===== config.mk =====
export PLATFORM = sky130hd
export DESIGN_NAME = global_mem_responder
export DESIGN_NICKNAME = d
export VERILOG_FILES = /design/src/rtl/global_mem_responder.sv
export SDC_FILE = /design/constraint.sdc
export NUM_CORES = 1
export LEC_CHECK = 0
export BUFFER_PORTS_ARGS = -buffer_cell sky130_fd_sc_hd__buf_2
export CORE_AREA = 2 2 151 153
export DETAILED_ROUTE_END_ITERATION = 6
export DIE_AREA = 0 0 153 155
export GPL_TIMING_DRIVEN = 0
export PLACE_DENSITY_LB_ADDON = 0.1
export SETUP_SLACK_MARGIN = 0.4
export SLEW_MARGIN = 40
export SYNTH_ARGS = -nofsm -noshare
export SYNTH_HDL_FRONTEND = slang
export SYNTH_SLANG_ARGS = --single-unit

===== constraint.sdc =====
create_clock -name clk -period 1.95 [get_ports clk]
set_clock_uncertainty 0.05 [all_clocks]
set_input_delay 0.195 -clock clk [delete_from_list [all_inputs] [get_ports clk]]
set_output_delay 0.195 -clock clk [all_outputs]
set_load 0.02 [all_outputs]

===== src/rtl/global_mem_responder.sv =====
// global_mem_responder: round-robin arbiter serving core read/write requests against a single-port synchronous RAM
// Ports:
//   clk, reset_n                    clock, asynchronous active-low reset
//   core_read_req/core_write_req    per-core level requests, held until the matching done pulse
//   core_addr/core_wdata            per-core address and write data, 32 bits per core
//   core_read_done/core_write_done  one-cycle completion pulses, at most one bit high
//   core_rdata                      read data broadcast to all cores, held until the next read
//   mem_en/mem_we/mem_addr/mem_wdata/mem_rdata  RAM port, read data valid MEM_LATENCY cycles after mem_en
//   busy                            high whenever a transaction is in flight
module global_mem_responder #(
  parameter int NUM_CORES   = 4,
  parameter int ADDR_W      = 16,
  parameter int MEM_LATENCY = 1
) (
  input  logic                    clk,
  input  logic                    reset_n,
  input  logic [NUM_CORES-1:0]    core_read_req,
  input  logic [NUM_CORES-1:0]    core_write_req,
  input  logic [32*NUM_CORES-1:0] core_addr,
  input  logic [32*NUM_CORES-1:0] core_wdata,
  output logic [NUM_CORES-1:0]    core_read_done,
  output logic [NUM_CORES-1:0]    core_write_done,
  output logic [31:0]             core_rdata,
  output logic                    mem_en,
  output logic                    mem_we,
  output logic [ADDR_W-1:0]       mem_addr,
  output logic [31:0]             mem_wdata,
  input  logic [31:0]             mem_rdata,
  output logic                    busy
);
  localparam int GW = NUM_CORES > 1 ? $clog2(NUM_CORES) : 1;
  localparam int CW = $clog2(MEM_LATENCY + 1);
  typedef enum logic [1:0] {IDLE, ISSUE, WAIT, DONE} state_t;
  state_t                r_state, w_next;
  logic [GW-1:0]         r_rr, r_grant, w_pick;
  logic                  r_wr, w_found;
  logic [ADDR_W-1:0]     r_addr;
  logic [31:0]           r_wdata, r_rdata;
  logic [CW-1:0]         r_cnt;
  logic [NUM_CORES-1:0]  w_req;
  assign w_req      = core_read_req | core_write_req;
  assign mem_addr   = r_addr;
  assign mem_wdata  = r_wdata;
  assign core_rdata = r_rdata;
  // Scan downwards so the requester closest to r_rr is the last one written and wins.
  always_comb begin
    w_found = 1'b0;
    w_pick  = '0;
    for (int k = NUM_CORES - 1; k >= 0; k--)
      if (w_req[(int'(r_rr) + k) % NUM_CORES]) begin
        w_found = 1'b1;
        w_pick  = GW'((int'(r_rr) + k) % NUM_CORES);
      end
  end
  always_comb begin
    w_next = r_state;
    unique case (r_state)
      IDLE:    w_next = w_found ? ISSUE : IDLE;
      ISSUE:   w_next = r_wr ? DONE : WAIT;
      WAIT:    w_next = r_cnt == '0 ? DONE : WAIT;
      default: w_next = IDLE;
    endcase
    busy            = r_state != IDLE;
    mem_en          = r_state == ISSUE;
    mem_we          = r_state == ISSUE && r_wr;
    core_read_done  = (r_state == DONE && !r_wr) ? NUM_CORES'(1) << r_grant : '0;
    core_write_done = (r_state == DONE && r_wr) ? NUM_CORES'(1) << r_grant : '0;
  end
  always_ff @(posedge clk or negedge reset_n) begin
    if (!reset_n) begin
      r_state <= IDLE;
      r_rr    <= '0;
      r_grant <= '0;
      r_wr    <= 1'b0;
      r_addr  <= '0;
      r_wdata <= '0;
      r_rdata <= '0;
      r_cnt   <= '0;
    end else begin
      r_state <= w_next;
      if (r_state == IDLE && w_found) begin
        r_grant <= w_pick;
        r_wr    <= !core_read_req[w_pick];
        r_addr  <= core_addr[32*int'(w_pick) +: ADDR_W];
        r_wdata <= core_wdata[32*int'(w_pick) +: 32];
        r_rr    <= GW'((int'(w_pick) + 1) % NUM_CORES);
      end
      if (r_state == ISSUE) r_cnt <= CW'(MEM_LATENCY - 1);
      // Counter reaching zero marks the cycle in which mem_rdata is valid.
      if (r_state == WAIT) begin
        if (r_cnt == '0) r_rdata <= mem_rdata;
        else r_cnt <= r_cnt - 1'b1;
      end
    end
  end
endmodule


==> impl_metrics.py, run 1 <==
metrics = {
    "clocking": {
        "cts_buffers": 9,
        "h_tree_depth": 3,
        "cts_root_buf": "sky130_fd_sc_hd__clkbuf_16",
        "clock_tree_from_tritoncts": "done",
        "clk-insertion-delay-late_ns": 0.35,
        "numClockSinks": 88,
        "clock_tree.buffer_depth": 2,
        "cts.reportedPaths.clkPinSlew_ns": 0.08,
    },
    "cells_and_area": {
        "area_growth_syn_to_layout_pct": 90.96,
        "fillers": 2096,
        "finish.instance_area_sq_um": 9942,
        "leading_cell_type_in_the_layout_fill_and_taps_excluded": "sky130_fd_sc_hd__buf_2",
        "layout-drive-gt1-share": 0.7580,
        "layout.core_utilization": 0.4473,
        "final_cell_count_no_fill": 1129,
        "layout.cells.most_common_list": "sky130_fd_sc_hd__buf_2 (315), sky130_fd_sc_hd__dfrtp_1 (85), sky130_fd_sc_hd__nor3_2 (70), sky130_fd_sc_hd__nor2_1 (55), sky130_fd_sc_hd__a2111oi_4 (45)",
        "final_nets": 1141,
    },
    "status": {
        "violations": "setup timing",
        "run_status": "complete, but fails checks",
    },
    "sta": {
        "finalSetupViolCount": 42,
        "fin_ws_ns": -0.05516,
        "timing.final.crit_period_ns": 2.005,
        "maxClockFrequency_mhz": 498.7,
        "relSlewSlack": 0.6899,
        "setup_repair_after_global_routing_missed_its_margin": "yes",
        "finalMaxSlewViolations": 0,
        "min_period_over_period": 1.028,
        "report.final.hold_viol_count": 0,
        "setup_tns_ns": -0.9248,
        "worst_slew_pin_slew_ns": 0.4635,
    },
    "critical_path": {
        "regToRegEndpoint": "mem_wdata[29]$_DFFE_PN0P_",
        "worst-endpoint-required_ns": 2.12,
        "r2r_setup_slack_ns": -0.06,
        "critical_path.startpoint_type": "register",
        "setup.worst_path.end_class": "register",
        "critical_path_peak_fanout": 10,
        "reg2reg_depth": 8,
        "worstSetupPathType": "reg2reg",
        "arrival_time_at_the_worst_endpoint_ns": 2.17,
        "timing.rr.start": "r_rr[1]$_DFFE_PN0P_",
    },
    "logic_synthesis": {
        "yosysTopAreaCell": "sky130_fd_sc_hd__dfrtp_1",
        "synth_top_area_frac": 0.4230,
        "synth.ff_latch_count": 88,
        "synth-async-reset-ratio": 1.000,
        "synth-main-ff-cell": "sky130_fd_sc_hd__dfrtp_1",
        "syn_area_per_cell_sq_um": 11.20,
        "yosysSeqAreaShare": 0.4230,
        "netlist_area_sq_um": 5206,
        "ys_warn_count": 0,
        "synthesized_net_count": 768,
        "ys_top_cells_by_area": "sky130_fd_sc_hd__dfrtp_1 (42%), sky130_fd_sc_hd__a2111oi_2 (14%), sky130_fd_sc_hd__mux2i_1 (9.2%)",
        "yosys.cell_types.count": 42,
        "post_synth_inst_count": 465,
        "number_of_enable_type_register_cells_in_the_synthesized_netlist": 0,
    },
    "job": {
        "max-cap-violations": 0,
    },
    "placed_design": {
        "placed_area_sq_um": 7483,
        "post-place-ws_ns": -0.4805,
        "gpl.final_weighted_congestion": 0.8286,
        "numPortBuffers": 324,
        "placed_cells": 1075,
        "post-dp-hpwl_mm": 15.55,
    },
    "grt": {
        "grt_max_degree": 55,
        "grtUsageTotal": 0.1828,
        "grt.overflow.total": 0,
        "number_of_antenna_violations_at_the_first_check_in_global_routing": 1,
        "grt_pass1_wl_mm": 33.58,
        "vias_in_the_first_global_route": 5747,
    },
    "detailed_routing": {
        "detail-route-antenna-nets": 0,
        "drc": 0,
        "detail_route.vias_per_cell": 4.748,
        "firstDrtPassIters": 4,
        "drtIter0Drc": 127,
        "routed-via-count": 5360,
        "routed_wirelength_mm": 22.79,
        "wire_per_inst_um": 20.19,
    },
    "hold_path": {
        "holdCritPathClass": "in2reg",
        "min_from": "mem_rdata[22]",
        "hold_depth": 2,
        "whs_endpoint": "core_rdata[22]$_DFFE_PN0P_",
    },
    "die": {
        "initial_utilization": 0.2342,
        "core_area_sq_um": 22230,
        "dieArea_sq_um": 23720,
        "placement_rows": 55,
        "die_h_um": 155,
        "top_level_ports": 389,
        "die_w_um": 153,
    },
    "power": {
        "power.density_nw_per_um2": 1739,
        "leakage_nw": 4.294,
        "ir_worst_vdd_mv": 0.6026,
    },
}
-- worst max-delay path, cell delays in order, from the launching register on --
cell and delay, ns:
sky130_fd_sc_hd__dfrtp_2 0.47, sky130_fd_sc_hd__nand2b_4 0.17, sky130_fd_sc_hd__a21boi_4 0.20, sky130_fd_sc_hd__o211ai_4 0.10
sky130_fd_sc_hd__buf_12 0.15, sky130_fd_sc_hd__buf_12 0.14, sky130_fd_sc_hd__buf_4 0.19, sky130_fd_sc_hd__nor3_1 0.31
sky130_fd_sc_hd__a2111oi_4 0.08
-- through the flow --
stage                     total power, W  hold WS [ns]
after floorplan                 0.009151       -0.1506
after global placement           0.01160        0.3794
after detailed placement         0.01173       0.04749
after CTS                        0.01640      0.003684
after global routing             0.01827      0.004687
final                            0.01729       0.01894
-- cells by family (layout without fill, tap and decap cells) --
| family | Yosys count | count (layout) | share of synthesized area |
|---|---|---|---|
| simple gates | 176 | 176 | 0.1666 |
| flops | 88 | 88 | 0.4230 |
| mux | 81 | 81 | 0.1637 |
| compound gates | 68 | 68 | 0.1694 |
| buf+inv | 46 | 424 | 0.06369 |
| fa+ha+maj | 5 | 5 | 0.01202 |
| xor+xnor | 1 | 1 | 0.001683 |
| other cells | 0 | 1 | 0 |
-- how the worst max path moves through the flow --
stage	depth (start not counted)	slack (ns)	startpoint	to
4_1_cts	7	-0.04	r_rr[1]$_DFFE_PN0P_	mem_addr[10]$_DFFE_PN0P_
2_1_floorplan	8	0.21	r_rr[1]$_DFFE_PN0P_	mem_addr[0]$_DFFE_PN0P_
3_3_place_gp	8	-0.45	core_write_req[3]	mem_addr[8]$_DFFE_PN0P_
5_1_grt	7	-0.15	r_rr[1]$_DFFE_PN0P_	mem_addr[7]$_DFFE_PN0P_
3_5_place_dp	8	-0.48	core_write_req[3]	mem_addr[10]$_DFFE_PN0P_
6_report	8	-0.06	r_rr[1]$_DFFE_PN0P_	mem_wdata[29]$_DFFE_PN0P_
-- metal layers --
layer,share of wire,track usage,vias to the layer above
met1,0.43,0.2320,2690
li1,-,-,2502
met2,0.52,0.3271,153
met3,0.039,0.02981,15
met5,0,0,-
met4,0.011,0.04145,0
-- final cells by class --
| type | instances | area, sq um | area share |
|---|---|---|---|
| timing repair buffer | 362 | 2292 | 0.2306 |
| inverter | 4 | 17.52 | 0.001762 |
| multi-input combinational | 331 | 4095 | 0.4119 |
| clock inverter | 6 | 57.56 | 0.005789 |
| clock buffer | 10 | 229.0 | 0.02303 |
| sequential | 88 | 2206 | 0.2219 |
| buffer | 42 | 685.7 | 0.06897 |
| antenna | 1 | 2.502 | 0.0002517 |
| tap | 285 | 356.6 | 0.03587 |
-- state kept, by name, summed over array words and instances, names as in the netlist --
name,count
r_cnt,1
r_grant,2
mem_wdata,32
r_rr,2
r_state,2
core_rdata,32
mem_addr,16
r_wr,1
-- where the power goes --
part           switching, W  internal (W)  total, W
registers          0.000576       0.00277   0.00335
logic               0.00618       0.00597    0.0122
clock network      0.000882      0.000905   0.00179
total               0.00764       0.00965    0.0173
-- repair_timing --
item,CTS,global route
hold endpoints to repair,34,0
gates cloned,7,5
setup buffers,19,5
gates resized for setup,220,75
hold buffers,1,0
pin swaps,8,48
setup endpoints to repair,93,96
-- synthesized netlist by cell type (2+ instances only) --
master / count
sky130_fd_sc_hd__buf_4: 2
sky130_fd_sc_hd__mux2_2: 33
sky130_fd_sc_hd__a211oi_1: 2
sky130_fd_sc_hd__o211ai_1: 2
sky130_fd_sc_hd__nor2_1: 61
sky130_fd_sc_hd__mux2i_1: 48
sky130_fd_sc_hd__buf_6: 2
sky130_fd_sc_hd__dfrtp_1: 88
sky130_fd_sc_hd__nand2_1: 4
sky130_fd_sc_hd__inv_1: 4
sky130_fd_sc_hd__nand2b_1: 3
sky130_fd_sc_hd__o21ai_0: 2
sky130_fd_sc_hd__nor3_2: 10
sky130_fd_sc_hd__a21oi_1: 3
sky130_fd_sc_hd__ha_1: 5
sky130_fd_sc_hd__a2111oi_2: 48
sky130_fd_sc_hd__buf_2: 19
sky130_fd_sc_hd__buf_12: 6
sky130_fd_sc_hd__nor3_1: 90
sky130_fd_sc_hd__clkbuf_1: 11
No activity file was read; power rests on OpenSTA's default activity.
==> run 2: changes to the inputs <==
Settings changed: GPL_ROUTABILITY_DRIVEN set to 0, HOLD_SLACK_MARGIN set to 0.06.
==> run 2 against run 1 <==
The run still ends with setup timing left. Sequential share of layout area shrank 0.72 points. Register-to-register slack about the same. Setup slack better by 0.0054 ns. Non-clock buffer count grew 32. Count of clock-buffer cells in the layout is the same. Maximum frequency increased by 0.27%. Combinational power barely moved. Via count up 1.5%. Largest cell class unchanged.
==> impl_metrics.py, run 2 (synthesis gave the netlist of run 1 again) <==
metrics = {
    "status": {
        "run_status": "complete, but fails checks",
        "violations": "setup timing",
    },
    "critical_path": {
        "setup.worst_path.end_class": "register",
        "critical_path_peak_fanout": 10,
        "regToRegEndpoint": "mem_wdata[29]$_DFFE_PN0P_",
        "timing.rr.start": "r_rr[1]$_DFFE_PN0P_",
        "reg2reg_depth": 8,
        "worstSetupPathType": "reg2reg",
        "r2r_setup_slack_ns": -0.05,
        "critical_path.startpoint_type": "register",
        "arrival_time_at_the_worst_endpoint_ns": 2.17,
        "worst-endpoint-required_ns": 2.12,
    },
    "die": {
        "placement_rows": 55,
        "die_h_um": 155,
        "dieArea_sq_um": 23720,
        "top_level_ports": 389,
        "initial_utilization": 0.2342,
        "core_area_sq_um": 22230,
        "die_w_um": 153,
    },
    "clocking": {
        "clock_tree_from_tritoncts": "done",
        "cts_buffers": 9,
        "clock_tree.buffer_depth": 2,
        "clk-insertion-delay-late_ns": 0.35,
        "cts.reportedPaths.clkPinSlew_ns": 0.07,
        "numClockSinks": 88,
        "cts_root_buf": "sky130_fd_sc_hd__clkbuf_16",
        "h_tree_depth": 3,
    },
    "power": {
        "power.share.switching": 0.4406,
        "total_switching_power_w": 0.007666,
        "comb_power_share": 0.704,
        "pwr-share-seq": 0.193,
        "ir_worst_vdd_mv": 0.5839,
        "power.clock.fraction": 0.103,
        "power.density_nw_per_um2": 1691,
        "power_report.internal_total_w": 0.009733,
        "leakage_nw": 4.433,
    },
    "detailed_routing": {
        "detail-route-antenna-nets": 0,
        "detail_route.vias_per_cell": 4.685,
        "firstDrtPassIters": 4,
        "routed-via-count": 5439,
        "drc": 0,
        "routed_wirelength_mm": 23.01,
        "wire_per_inst_um": 19.82,
        "drtIter0Drc": 144,
    },
    "sta": {
        "fin_ws_ns": -0.04979,
        "finalSetupViolCount": 38,
        "timing.final.crit_period_ns": 2.000,
        "setup_repair_after_global_routing_missed_its_margin": "yes",
        "min_period_over_period": 1.026,
        "maxClockFrequency_mhz": 500.1,
        "relSlewSlack": 0.7000,
        "setup_tns_ns": -0.7231,
        "finalMaxSlewViolations": 0,
        "worst_slew_pin_slew_ns": 0.4484,
        "report.final.hold_viol_count": 0,
    },
    "grt": {
        "grtUsageTotal": 0.1843,
        "number_of_antenna_violations_at_the_first_check_in_global_routing": 1,
        "grt_pass1_wl_mm": 33.93,
        "vias_in_the_first_global_route": 5858,
        "grt_max_degree": 55,
        "grt.overflow.total": 0,
    },
    "hold_path": {
        "min_from": "core_addr[36]",
        "holdCritPathClass": "in2reg",
        "hold_depth": 3,
        "whs_endpoint": "mem_addr[4]$_DFFE_PN0P_",
    },
    "placed_design": {
        "numPortBuffers": 324,
        "post-place-ws_ns": -0.4805,
        "post-dp-hpwl_mm": 15.55,
        "placed_cells": 1075,
    },
    "cells_and_area": {
        "final_cell_count_no_fill": 1161,
        "area_growth_syn_to_layout_pct": 97.57,
        "final_nets": 1173,
        "layout.cells.most_common_list": "sky130_fd_sc_hd__buf_2 (314), sky130_fd_sc_hd__dfrtp_1 (83), sky130_fd_sc_hd__nor3_2 (70), sky130_fd_sc_hd__nor2_1 (55), sky130_fd_sc_hd__a2111oi_4 (45)",
        "leading_cell_type_in_the_layout_fill_and_taps_excluded": "sky130_fd_sc_hd__buf_2",
        "layout-drive-gt1-share": 0.7337,
        "fillers": 2076,
        "layout.core_utilization": 0.4628,
    },
    "job": {
        "max-cap-violations": 0,
    },
}
-- run 2: cell count changes in the layout (fill, tap and decap cells not counted) --
cell,change
sky130_fd_sc_hd__buf_4,-1
sky130_fd_sc_hd__dfrtp_1,-2
sky130_fd_sc_hd__nand2b_1,-1
sky130_fd_sc_hd__nand2b_2,+1
sky130_fd_sc_hd__buf_6,+1
sky130_fd_sc_hd__buf_12,+1
sky130_fd_sc_hd__dfrtp_2,+2
sky130_fd_sc_hd__buf_2,-1
sky130_fd_sc_hd__dlygate4sd3_1,+32
-- run 2: power groups by stage --
stage / combinational, W / sequential, W / clock (W)
floorplan: 0.00486 / 0.00430 / 0
global placement: 0.00831 / 0.00330 / 0
detailed placement: 0.00841 / 0.00332 / 0
CTS: 0.0113 / 0.00333 / 0.00186
global route: 0.0130 / 0.00348 / 0.00191
finish: 0.0123 / 0.00336 / 0.00178
-- run 2: metrics by stage --
stage / total power, W / instance area (sq um) / hold slack, ns
2_1_floorplan: 0.009151 / 5468 / -0.1506
3_3_place_gp: 0.01160 / 7446 / 0.3794
3_5_place_dp: 0.01173 / 7483 / 0.04749
4_1_cts: 0.01645 / 9689 / 0.1445
5_1_grt: 0.01838 / 10290 / 0.1732
6_report: 0.01740 / 10290 / 0.1610
-- run 2: final cells by class --
class	count	area, sq um	area share
inverters	4	17.52	0.001703
clock buffers	10	229.0	0.02226
clock inverters	6	57.56	0.005595
repair buffers	394	2631	0.2558
diodes	1	2.502	0.0002433
well taps	285	356.6	0.03467
flip-flops and latches	88	2208	0.2147
multi-input cells	331	4098	0.3984
plain buffers	42	685.7	0.06666
-- run 2: repair_timing --
action | CTS | global route
hold buffers | 33 | 0
setup buffers | 19 | 5
endpoints found under the hold margin | 120 | 0
gates resized for setup | 220 | 81
setup endpoints to repair | 93 | 96
cloned | 7 | 5
pin swaps | 8 | 49
-- run 2: routing by layer --
| layer | GRT usage | up-vias | wire length, um |
|---|---|---|---|
| met5 | 0 | - | 0 |
| met4 | 0.04145 | 0 | 254 |
| met3 | 0.02925 | 15 | 909 |
| met2 | 0.3297 | 159 | 11960 |
| met1 | 0.2346 | 2702 | 9888 |
| li1 | - | 2563 | - |
-- run 2: worst max path at each step --
stage	startpoint	end	slack, ns	cells after the start
detailed placement	core_write_req[3]	mem_addr[10]$_DFFE_PN0P_	-0.48	8
CTS	r_rr[1]$_DFFE_PN0P_	mem_addr[10]$_DFFE_PN0P_	-0.04	7
global route	r_rr[1]$_DFFE_PN0P_	mem_addr[7]$_DFFE_PN0P_	-0.15	7
finish	r_rr[1]$_DFFE_PN0P_	mem_wdata[29]$_DFFE_PN0P_	-0.05	8
global placement	core_write_req[3]	mem_addr[8]$_DFFE_PN0P_	-0.45	8
floorplan	r_rr[1]$_DFFE_PN0P_	mem_addr[0]$_DFFE_PN0P_	0.21	8
-- run 2: worst max-delay path: stages, from the launching register on --
cell	delay (ns)
sky130_fd_sc_hd__dfrtp_2	0.47
sky130_fd_sc_hd__nand2b_4	0.17
sky130_fd_sc_hd__a21boi_4	0.20
sky130_fd_sc_hd__o211ai_4	0.10
sky130_fd_sc_hd__buf_12	0.15
sky130_fd_sc_hd__buf_12	0.14
sky130_fd_sc_hd__buf_4	0.19
sky130_fd_sc_hd__nor3_1	0.31
sky130_fd_sc_hd__a2111oi_4	0.08
==> run 3: changes to the inputs <==
Settings changed: BUFFER_PORTS_ARGS -buffer_cell sky130_fd_sc_hd__buf_2 to not set, CORE_AREA 2 2 151 153 to 2 2 152 154, DIE_AREA 0 0 153 155 to 0 0 154 156, DONT_BUFFER_PORTS set to 1.
==> run 3 against run 2 <==
Utilization fell by 10 points. Critical path depth fell by 1. Cell area fell by 21%. Highest routed layer unchanged. Register-to-register slack barely moved. The run ends with hold timing, setup timing left. First-iteration DRC count rose by 39%. Sequential share of layout area rose by 5.8 points.
==> impl_metrics.py, run 3 (synthesis gave the netlist of run 1 again) <==
metrics = {
    "status": {
        "run_status": "complete, but fails checks",
        "violations": "hold timing, setup timing",
    },
    "cells_and_area": {
        "multiInputGateArea_sq_um": 3857,
        "final_nets": 837,
        "layout.core_utilization": 0.3621,
        "area_growth_syn_to_layout_pct": 55.54,
        "register_area_sq_um": 2206,
        "leading_cell_type_in_the_layout_fill_and_taps_excluded": "sky130_fd_sc_hd__dfrtp_1",
        "finish.instance_area_sq_um": 8098,
        "final_cell_count_no_fill": 824,
        "layout-drive-gt1-share": 0.4991,
        "layout.cells.most_common_list": "sky130_fd_sc_hd__dfrtp_1 (85), sky130_fd_sc_hd__nor3_2 (69), sky130_fd_sc_hd__nor2_1 (55), sky130_fd_sc_hd__mux2i_1 (45), sky130_fd_sc_hd__a2111oi_4 (44)",
        "antenna-diode-count": 0,
        "fillers": 2144,
    },
    "sta": {
        "min_period_over_period": 1.031,
        "report.final.hold_viol_count": 88,
        "finalMaxSlewViolations": 0,
        "worst_slew_pin_slew_ns": 0.4323,
        "finalSetupViolCount": 15,
        "relSlewSlack": 0.7096,
        "setup_repair_after_global_routing_missed_its_margin": "yes",
        "maxClockFrequency_mhz": 497.3,
        "fin_ws_ns": -0.06070,
        "timing.final.crit_period_ns": 2.011,
        "holdWs_ns": -0.5229,
    },
    "grt": {
        "grt_max_degree": 89,
        "grt.overflow.total": 0,
        "vias_in_the_first_global_route": 4531,
        "grt_pass1_wl_mm": 28.60,
        "number_of_antenna_violations_at_the_first_check_in_global_routing": 0,
        "grtUsageTotal": 0.1577,
    },
    "detailed_routing": {
        "detail-route-antenna-nets": 0,
        "detail_route.vias_per_cell": 5.184,
        "drc": 0,
        "drtIter0Drc": 200,
        "routed_wirelength_mm": 20.42,
        "met2RoutedLength_mm": 10.76,
        "topRoutingLayerUsed": "met4",
        "dr_wl_met3_mm": 1.211,
        "wire_per_inst_um": 24.79,
        "firstDrtPassIters": 4,
        "routed-via-count": 4272,
        "drt-met1-wl_mm": 8.255,
    },
    "critical_path": {
        "reg2reg_depth": 7,
        "worstSetupPathType": "reg2reg",
        "critical_path_peak_fanout": 8,
        "max_stage_delay_ns": 0.46,
        "critical_path.startpoint_type": "register",
        "setup.worst_path.end_class": "register",
        "critical_path.cell_chain": "nand2b_4 > a21boi_4 > a211oi_2 > o21a_2 > buf_12 > buf_16 > a2111oi_4",
        "arrival_time_at_the_worst_endpoint_ns": 2.19,
        "cpMaxStageDelayCell": "sky130_fd_sc_hd__dfrtp_2",
        "worst-endpoint-required_ns": 2.13,
    },
    "power": {
        "pwr-share-seq": 0.300,
        "comb_power_share": 0.569,
        "ir_worst_vdd_mv": 0.6774,
        "power.clock.fraction": 0.131,
        "power.density_nw_per_um2": 1901,
        "leakage_nw": 3.028,
        "power.share.switching": 0.4505,
        "power_report.internal_total_w": 0.008458,
        "total_switching_power_w": 0.006934,
    },
    "clocking": {
        "hold_buffers": 35,
        "clock_tree_from_tritoncts": "done",
        "cts_buffers": 9,
        "clk-insertion-delay-late_ns": 0.35,
        "h_tree_depth": 3,
        "cts_root_buf": "sky130_fd_sc_hd__clkbuf_16",
        "numClockSinks": 88,
        "cts.reportedPaths.clkPinSlew_ns": 0.08,
        "clock_tree.buffer_depth": 2,
    },
    "placed_design": {
        "post-dp-hpwl_mm": 13.99,
        "numPortBuffers": 0,
        "post-place-ws_ns": -0.4216,
        "placed_cells": 750,
        "placed_area_sq_um": 5824,
    },
    "die": {
        "core_area_sq_um": 22370,
        "dieArea_sq_um": 24020,
        "placement_rows": 55,
        "die_w_um": 154,
        "top_level_ports": 389,
        "initial_utilization": 0.2328,
        "die_h_um": 156,
    },
    "hold_path": {
        "holdCritPathClass": "in2async",
    },
    "job": {
        "max-cap-violations": 0,
    },
}
run 3: changes by cell type in the layout (fill, tap and decap cells not counted), moves of 3 or more:
cell | before | now
sky130_fd_sc_hd__buf_6 | 23 | 19
sky130_fd_sc_hd__clkbuf_16 | 21 | 17
sky130_fd_sc_hd__mux2i_2 | 23 | 3
sky130_fd_sc_hd__buf_16 | 9 | 2
sky130_fd_sc_hd__buf_2 | 314 | 2
sky130_fd_sc_hd__nor3_4 | 11 | 3
sky130_fd_sc_hd__nor3_1 | 19 | 28
sky130_fd_sc_hd__buf_4 | 18 | 9
sky130_fd_sc_hd__mux2i_1 | 23 | 45
sky130_fd_sc_hd__buf_12 | 17 | 14
run 3: path summary, 6_finish.rpt:
check | startpoint | endpoint | slack [ns]
min in group clk | core_read_req[0] | r_wr$_DFFE_PN0P_ | 0.06
worst min register to register | r_cnt$_DFF_PN0_ | r_cnt$_DFF_PN0_ | 0.54
worst max register to register | r_rr[1]$_DFFE_PN0P_ | mem_addr[14]$_DFFE_PN0P_ | -0.06
max in group asynchronous | reset_n | mem_addr[0]$_DFFE_PN0P_ | 2.23
worst min-delay path | reset_n | core_rdata[7]$_DFFE_PN0P_ | -0.52
worst max-delay path | r_rr[1]$_DFFE_PN0P_ | mem_addr[14]$_DFFE_PN0P_ | -0.06
run 3: layout make-up:
cell class	count	share of cell area
plain buffers	42	0.07803
flip-flops and latches	88	0.2724
multi-input cells	331	0.4764
well taps	285	0.04404
clock inverters	6	0.01174
inverters	4	0.002163
clock buffers	10	0.02951
repair buffers	58	0.08575
run 3: timing repair:
item,4_1_cts,5_1_grt
gates cloned,2,6
hold endpoints to repair,123,88
setup buffers,10,5
pin swaps,11,7
gates resized for setup,161,56
endpoints found under the setup margin,92,92
run 3: worst max-delay path: cells and delay by family (launching register included):
family	cells	cell delay (ns)
AOI/OAI and AO/OA	4	0.91
DFF	1	0.46
buffers and inverters	2	0.31
and+or+nand+nor	1	0.17
run 3: power groups by stage:
| stage | Combinational (W) | Sequential (W) | Clock (W) |
|---|---|---|---|
| 2_1_floorplan | 0.00486 | 0.00430 | 0 |
| 3_3_place_gp | 0.00595 | 0.00462 | 0 |
| 3_5_place_dp | 0.00605 | 0.00460 | 0 |
| 4_1_cts | 0.00796 | 0.00461 | 0.00208 |
| 5_1_grt | 0.00934 | 0.00470 | 0.00216 |
| 6_report | 0.00876 | 0.00462 | 0.00201 |
run 3: routing by layer:
layer	vias to the layer above	GRT usage
met5	-	0
met4	0	0.03605
met3	10	0.03972
met2	157	0.2849
met1	2224	0.1884
li1	1881	-
run 3: per-stage QoR:
stage / TNS (ns) / total power (W)
2_1_floorplan: 0 / 0.009151
3_3_place_gp: -13.93 / 0.01057
3_5_place_dp: -16.20 / 0.01064
4_1_cts: -0.7276 / 0.01465
5_1_grt: -4.469 / 0.01620
6_report: -0.1646 / 0.01539
